`src/rtl/stim_sweep.sv`:
```
// Sweep engine: drives y/x = y+OFFSET along lo..hi in steps, holds each code SETTLE cycles, samples responses.
// Build with STIM_SWEEP_MISR_EN defined to get the response MISR; otherwise signature is tied to 0.
module stim_sweep #(
   parameter int WIDTH  = 12,
   parameter int RESP_W = 12,
   parameter int OFFSET = 1,
   parameter int SETTLE = 1
) (
   input  logic                clk,
   input  logic                rst,
   input  logic                start,
   input  logic                abort,
   input  logic [WIDTH-1:0]    range_lo,
   input  logic [WIDTH-1:0]    range_hi,
   input  logic [WIDTH-1:0]    step,
   output logic [WIDTH-1:0]    y,
   output logic [WIDTH-1:0]    x,
   input  logic [RESP_W-1:0]   resp_a,
   input  logic [RESP_W-1:0]   resp_b,
   output logic                sample_valid,
   output logic                busy,
   output logic                done,
   output logic [WIDTH:0]      count,
   output logic [2*RESP_W-1:0] signature
);
   localparam int SW = (SETTLE > 1) ? $clog2(SETTLE) : 1;
   localparam logic [SW-1:0]    SETTLE_LD = SW'(SETTLE - 1);
   localparam logic [WIDTH-1:0] OFF       = WIDTH'(OFFSET);

   typedef enum logic [1:0] {S_IDLE, S_DRIVE, S_SAMPLE, S_DONE} state_t;

   state_t            state_q, state_d;
   logic [WIDTH-1:0]  y_q, y_d, x_q, x_d, hi_q, hi_d, step_q, step_d;
   logic [WIDTH:0]    count_q, count_d;
   logic [SW-1:0]     settle_q, settle_d;
   logic [WIDTH:0]    nxt;
   logic              last_pt;
   logic              load;

   // One bit wider than the codes so hi near 2^WIDTH-1 never wraps back into range.
   assign nxt     = {1'b0, y_q} + {1'b0, step_q};
   assign last_pt = (y_q >= hi_q) || (nxt > {1'b0, hi_q});

   always_ff @(posedge clk or posedge rst) begin
      if (rst) begin
         state_q <= S_IDLE;
      end else begin
         state_q <= state_d;
      end
   end

   always_comb begin
      state_d = state_q;
      if (abort) begin
         state_d = S_IDLE;
      end else begin
         case (state_q)
            S_IDLE:   if (start) state_d = S_DRIVE;
            S_DRIVE:  if (settle_q == '0) state_d = S_SAMPLE;
            S_SAMPLE: state_d = last_pt ? S_DONE : S_DRIVE;
            S_DONE:   state_d = S_IDLE;
            default:  state_d = S_IDLE;
         endcase
      end
   end

   // Abort masks the pulses of the cycle it arrives in, so no sample or done escapes.
   always_comb begin
      busy         = (state_q != S_IDLE);
      sample_valid = (state_q == S_SAMPLE) && !abort;
      done         = (state_q == S_DONE) && !abort;
      load         = (state_q == S_IDLE) && start && !abort;
   end

   always_comb begin
      hi_d     = hi_q;
      step_d   = step_q;
      y_d      = y_q;
      x_d      = x_q;
      count_d  = count_q;
      settle_d = settle_q;
      if (load) begin
         hi_d     = range_hi;
         step_d   = (step == '0) ? WIDTH'(1) : step;
         y_d      = range_lo;
         x_d      = range_lo + OFF;
         count_d  = '0;
         settle_d = SETTLE_LD;
      end else if ((state_q == S_DRIVE) && !abort && (settle_q != '0)) begin
         settle_d = settle_q - SW'(1);
      end else if (sample_valid) begin
         count_d = count_q + (WIDTH+1)'(1);
         if (!last_pt) begin
            y_d      = nxt[WIDTH-1:0];
            x_d      = nxt[WIDTH-1:0] + OFF;
            settle_d = SETTLE_LD;
         end
      end
   end

   always_ff @(posedge clk or posedge rst) begin
      if (rst) begin
         hi_q     <= '0;
         step_q   <= '0;
         y_q      <= '0;
         x_q      <= '0;
         count_q  <= '0;
         settle_q <= '0;
      end else begin
         hi_q     <= hi_d;
         step_q   <= step_d;
         y_q      <= y_d;
         x_q      <= x_d;
         count_q  <= count_d;
         settle_q <= settle_d;
      end
   end

   assign y     = y_q;
   assign x     = x_q;
   assign count = count_q;

`ifdef STIM_SWEEP_MISR_EN
   logic [2*RESP_W-1:0] sig_q, sig_d;

   always_comb begin
      sig_d = sig_q;
      if (load) begin
         sig_d = '0;
      end else if (sample_valid) begin
         sig_d = {sig_q[2*RESP_W-2:0], sig_q[2*RESP_W-1]} ^ {resp_a, resp_b};
      end
   end

   always_ff @(posedge clk or posedge rst) begin
      if (rst) begin
         sig_q <= '0;
      end else begin
         sig_q <= sig_d;
      end
   end

   assign signature = sig_q;
`else
   logic unused_resp;
   assign unused_resp = ^{resp_a, resp_b};
   assign signature   = '0;
`endif

endmodule

```
`config.mk`:
```
export PLATFORM = sky130hd
export DESIGN_NAME = stim_sweep
export DESIGN_NICKNAME = d
export VERILOG_FILES = /design/src/rtl/stim_sweep.sv
export SDC_FILE = /design/constraint.sdc
export NUM_CORES = 1
export LEC_CHECK = 0
export ABC_AREA = 1
export ABC_CLOCK_PERIOD_IN_PS = 9000
export CORE_AREA = 2 2 111 86
export DETAILED_ROUTE_END_ITERATION = 7
export DIE_AREA = 0 0 113 88
export PLACE_DENSITY = 0.86
export SETUP_SLACK_MARGIN = 0.4
export SLEW_MARGIN = 20
export SYNTH_ARGS = -nofsm -noshare
export SYNTH_HDL_FRONTEND = slang
export SYNTH_SLANG_ARGS = --single-unit
```
`constraint.sdc`:
```
create_clock -name clk -period 9 [get_ports clk]
set_input_delay 0.9 -clock clk [delete_from_list [all_inputs] [get_ports clk]]
set_output_delay 0.9 -clock clk [all_outputs]
set_load 0.05 [all_outputs]
```
Word-level counts from Yosys, hierarchy flattened --
Index checks and enable logic that the tools add are counted.
Word-level totals: memory bits (writable) 0, register bits 64, logic and storage cells 60, memories 0, output and inout port bits 64, bits of input ports 64, ROM bits 0, latch bits 0
Operators by class: reductions and logical operators 17, multiplexer cells 21, divide/modulo/power cells 0, bitwise gates (word level) 0, add/sub/neg operators 5, $mul 0, equal/unequal tests 8, $lt $le $gt $ge 2, shift-type cells 0
Operators by type and width (number):
- two-way mux 12 bit | 9
- two-way mux 13 bit | 3
- adder 12 x 1 -> 12 bit (second input constant) | 2
- adder 12 x 12 -> 13 bit | 1
- adder 13 x 1 -> 13 bit (second input constant) | 1
- greater-than comparator 13 x 12 -> 1 bit | 1
- >= comparator 12 bit | 1
- logical NOT 12 bit | 1
- two-way mux 2 bit | 4
- one-hot mux 2 bit (4 select lines) | 1
- logical AND 1 bit | 6
- inequality test 3 bit (second input constant) | 2
- AND reduction 2 bit | 3
- equality test 2 bit (second input constant) | 2
- two-way mux 1 bit | 4
- nonzero test 2 bit | 2
- inequality test 3 x 1 -> 1 bit (second input constant) | 1
- AND reduction 3 bit | 1
- nonzero test 3 bit | 1
- equality test 2 x 1 -> 1 bit (second input constant) | 1
- logical NOT 2 bit | 1
- inequality test 2 x 1 -> 1 bit (second input constant) | 1
- inequality test 2 bit (second input constant) | 1
- logical NOT 1 bit | 1
- 2 further kinds | 2

Depth between registers and ports, before layout --
depth in word-level cells 7, gate-level depth with buffers 24, mapped depth without buffers 22

Worst setup path after synthesis --
No wires, ideal clock.
kind flip-flop to flip-flop, from register y_q[0], in the netlist y[0], to register y_q[0], in the netlist y[0], arrival 3134 ps, cell stages (with the launch flop) 22, slack 5735 ps, buffers on the path 1, cell sequence dfrtp_1 -> ha_1 -> fa_1 -> nand2_1 -> nand2_1 -> nand3_1 -> nand3b_1 -> and2_1 -> ha_1 -> a21oi_1 -> nor2_1 -> nor3_1 -> nand2_1 -> nand3_1 -> nand2_1 -> nand2_1 -> nand2_2 -> nand2_1 -> nand2_2 -> buf_4 -> nand2_1 -> o21ai_0
On the way: cells in the longest elaborated chain, start to end 5
Ends and longest elaborated chain:
- start: declaration | RTL line 33 | logic [WIDTH-1:0] y_q, y_d, x_q, x_d, hi_q, hi_d, step_q, step_d;
- start signal: assignment | RTL line 112 | y_q <= y_d;
- adder 12 x 12 -> 13 bit | RTL line 41 | assign nxt = {1'b0, y_q} + {1'b0, step_q};
- greater-than comparator 13 x 12 -> 1 bit or two-way mux 12 bit (tied branches) | RTL line 42, 93
- logical OR 1 bit or two-way mux 12 bit (tied branches) | RTL line 42, 91
- inequality test 2 x 1 -> 1 bit (no line) or two-way mux 12 bit (tied branches)
- AND reduction 3 bit (no line) or two-way mux 12 bit (tied branches)
Parallel ways exist; a longest one is shown, timed or not. The select of a mux whose other input is x is not followed. A chain may end at the register's enable or synchronous reset.

Worst setup path after layout --
from register y_q[0], in the netlist y[0], to register y_q[3], in the netlist y[3]
Same word-level chain as after synthesis.

==> run_results.csv <==
group,metric,value,unit
sta,post-route-min-period,3860,ps
synth,yosys-top-cells-count,"nand2_1 (193), inv_1 (77), dfrtp_1 (64)",
floorplan,die_x,113,um
critical_path,worst_r2r_path_depth,19,
grt,antenna_found_initial,0,
worst_hold_path,min_path_type,"flip-flop to flip-flop",
synth,ys_top_cells_by_area,"dfrtp_1 (35%), nand2_1 (16%), ha_1 (10%), inv_1 (6.3%), buf_4 (4.8%)",
synth,async_reset_ff_frac,1.00,
critical_path,cp_max_fo,41,
route,drt_iter0_drc,262,
route,drt_pass1_iterations,8,
grt,grt_pass1_vias,3926,
sta,final_max_slew_viol_count,0,
finish,finish.net_count,801,
route,wl_per_cell,14.5,um
clock_tree,cts.sinks,64,
synth,syn_area,4570,sq um
synth,syn_inst,621,
synth,synth-edff-count,0,
synth,yosysWarnings,0,
grt,grt_first_pass_wirelength,19100,um
finish,area.growth.synth_to_final,23.9,%
critical_path,cp-endpoint,"y[3]",
finish,diodes,0,
clock_tree,cts-root-buf,"clkbuf_16",
floorplan,ios,128,
clock_tree,cts_tree,"done",
placed_design,hpwl,8710,um
clock_tree,clk_pin_slew_worst_paths,60,ps
clock_tree,ctsLongestPathBuffers,2,
critical_path,path_delay_family,"simple AND/OR/NAND/NOR gates",
grt,grt_max_degree,65,
sta,rsz0062_at_grt,"no",
route,wl,11800,um
floorplan,die_h,88,um
floorplan,start_util,0.516,
critical_path,r2r_end,"y[3]",
pwr,power.share.clock,0.154,
critical_path,worst_path_largest_cell_delay,480,ps
sta,clock-skew-final,4.87,ps
sta,fmax,259,MHz
synth,synth-seq-cells,64,
pwr,p_leak,2.90,nW
placed_design,gp_congestion,0.881,
pwr,p_sw_frac,0.517,
floorplan,core,8860,sq um
synth,yosysUniqueCellTypes,40,
critical_path,crit_buf_inv,0,
clock_tree,cts_resized,0,
critical_path,required,9230,ps
synth,synth_ff_type,"dfrtp_1",
outcome,failed_checks,"DRC",
critical_path,end_kind,"flip-flop",
sta,tightest_slew,840,ps
synth,yosys.area.top_type_share,0.350,
placed_design,port_buffers,79,
pwr,power_density,432,nW/um^2
critical_path,cp_cell_sequence,"ha_1 > fa_1 > nand2_1 > nand2_1 > nand3_1 > nand3b_1 > and2_1 > ha_1 > a21oi_1 > nor2_1 > nor3_1 > nand2_1 > nand3_1 > nand2_1 > nand2_1 > nand2_2 > nand2_1 > nand2_2 > o21ai_0",
synth,synthMostInstantiatedCell,"nand2_1",
clock_tree,cts_buffers,9,
clock_tree,cts_setup_buffers,0,
critical_path,cp_common_cell,"nand2_1",
route,vias,4135,
pwr,p_switching,0.00127,W
sta,finalSetupViolations,0,
sta,period_share,0.429,
grt,grt_use_total,0.245,
route,vias_per_cell,5.07,
critical_path,rr_startpoint,"y[0]",
sta,finalSetupTns,0,ps
critical_path,path_class,"flip-flop to flip-flop",
route,ant_nets,0,
finish,drive_above_1_share,0.0669,
floorplan,rows,30,
floorplan,die-area,9940,sq um
critical_path,startpoint,"y[0]",
pwr,internal_power,0.00118,W
critical_path,cp_slowest_cell,"fa_1",
critical_path,startpoint_type,"flip-flop",
critical_path,arrival,4090,ps
job,maxCapViolCount,0,
sta,final-hold-violation-count,0,
clock_tree,ctsHoldBuffers,0,
sta,slew_headroom,0.440,
sta,finalWorstSetupSlack,5140,ps
placed_design,dp_slack,5190,ps
grt,globalRouteOverflowTotal,0,
synth,ys_seq_area_frac,0.350,
synth,avgSynthCellArea,7.36,sq um
pwr,max-vdd-ir-drop,0.243,mV
critical_path,worst-r2r-setup-slack,5140,ps
synth,yosys.area.top_type,"dfrtp_1",
critical_path,path_depth,19,
outcome,outcome,"finished with violations",
clock_tree,cts_htree_levels,3,
pwr,seqPwrFrac,0.199,
route,drc,6,
pwr,pwr-share-comb,0.647,
clock_tree,clk_latency,340,ps
## flip-flops by register name, indices dropped and copies added (netlist names)
| register | flops |
|---|---|
| x | 12 |
| hi_q | 12 |
| count | 13 |
| y | 12 |
| state_q | 2 |
| step_q | 12 |
| settle_q | 1 |
## through the flow
stage | total power [W] | instances | area [sq um] | hold WS, ps | util
5_1_grt | 0.00266 | 815 | 5670 | 488 | 0.640
4_1_cts | 0.00245 | 815 | 5670 | 471 | 0.640
6_report | 0.00245 | 815 | 5670 | 467 | 0.640
3_3_place_gp | 0.00201 | 799 | 5350 | 457 | 0.603
3_5_place_dp | 0.00205 | 799 | 5350 | 463 | 0.603
2_1_floorplan | 0.00166 | 644 | 4660 | 453 | -
## metal layers
metal	routed length [um]	GRT usage	vias to the layer above
li1	-	-	2107
met1	5450	0.332	1899
met2	5500	0.405	120
met3	730	0.0567	9
met4	95	0.0543	0
met5	0	0	-
## power by group through the flow
stage	clock network [W]	logic (W)	registers [W]
3_5_place_dp	0	0.00156	0.000493
5_1_grt	0.000394	0.00177	0.000502
2_1_floorplan	0	0.00100	0.000662
3_3_place_gp	0	0.00152	0.000491
4_1_cts	0.000380	0.00158	0.000490
6_report	0.000377	0.00158	0.000488
## cell families after synthesis
family                   share of synthesized area
AO/OA/AOI/OAI                               0.0917
XOR/XNOR                                    0.0134
adder cells (fa/ha/maj)                      0.108
buffers and inverters                        0.120
flip-flops                                   0.350
other                                     0.000820
AND/OR/NAND/NOR                              0.316
## final cells by class
type	count	area (sq um)
clock inverters	6	82.6
fillers	792	3190
clock buffers	10	239
inverters	79	297
repair buffers	80	798
multi-input cells	464	2510
well taps	112	140
flip-flops and latches	64	1600
## worst min path at each step
stage	endpoint	cells after the start	from
after floorplan	step_q[10]	2	step_q[10]
after global placement	count[12]	1	count[12]
after detailed placement	count[12]	1	count[12]
after CTS	count[12]	1	count[12]
after global routing	count[12]	1	count[12]
final	count[12]	1	count[12]
## cells in the final DEF, fill, tap and decap left out, types with 2 or more instances in the layout
| cell type | instances |
|---|---|
| and2_1 | 4 |
| nand2_2 | 8 |
| conb_1 | 24 |
| and3_1 | 2 |
| nand3b_1 | 2 |
| clkdlybuf4s50_1 | 79 |
| o21ai_2 | 3 |
| o21ai_1 | 9 |
| o2111ai_1 | 2 |
| clkinv_2 | 3 |
| nand3_1 | 43 |
| o21ai_0 | 31 |
| nand2_1 | 193 |
| o21ai_4 | 2 |
| nor4_1 | 4 |
| bufinv_16 | 2 |
| inv_2 | 3 |
| a21oi_1 | 21 |
| nor3_1 | 11 |
| xor2_1 | 5 |
| or2_2 | 2 |
| nor2_1 | 32 |
| nor2_2 | 3 |
| xnor2_1 | 2 |
| nor2_4 | 5 |
| clkbuf_16 | 9 |
| ha_1 | 38 |
| dfrtp_1 | 64 |
| nand4_1 | 7 |
| inv_1 | 76 |
Power figures use the tool's default switching activity.
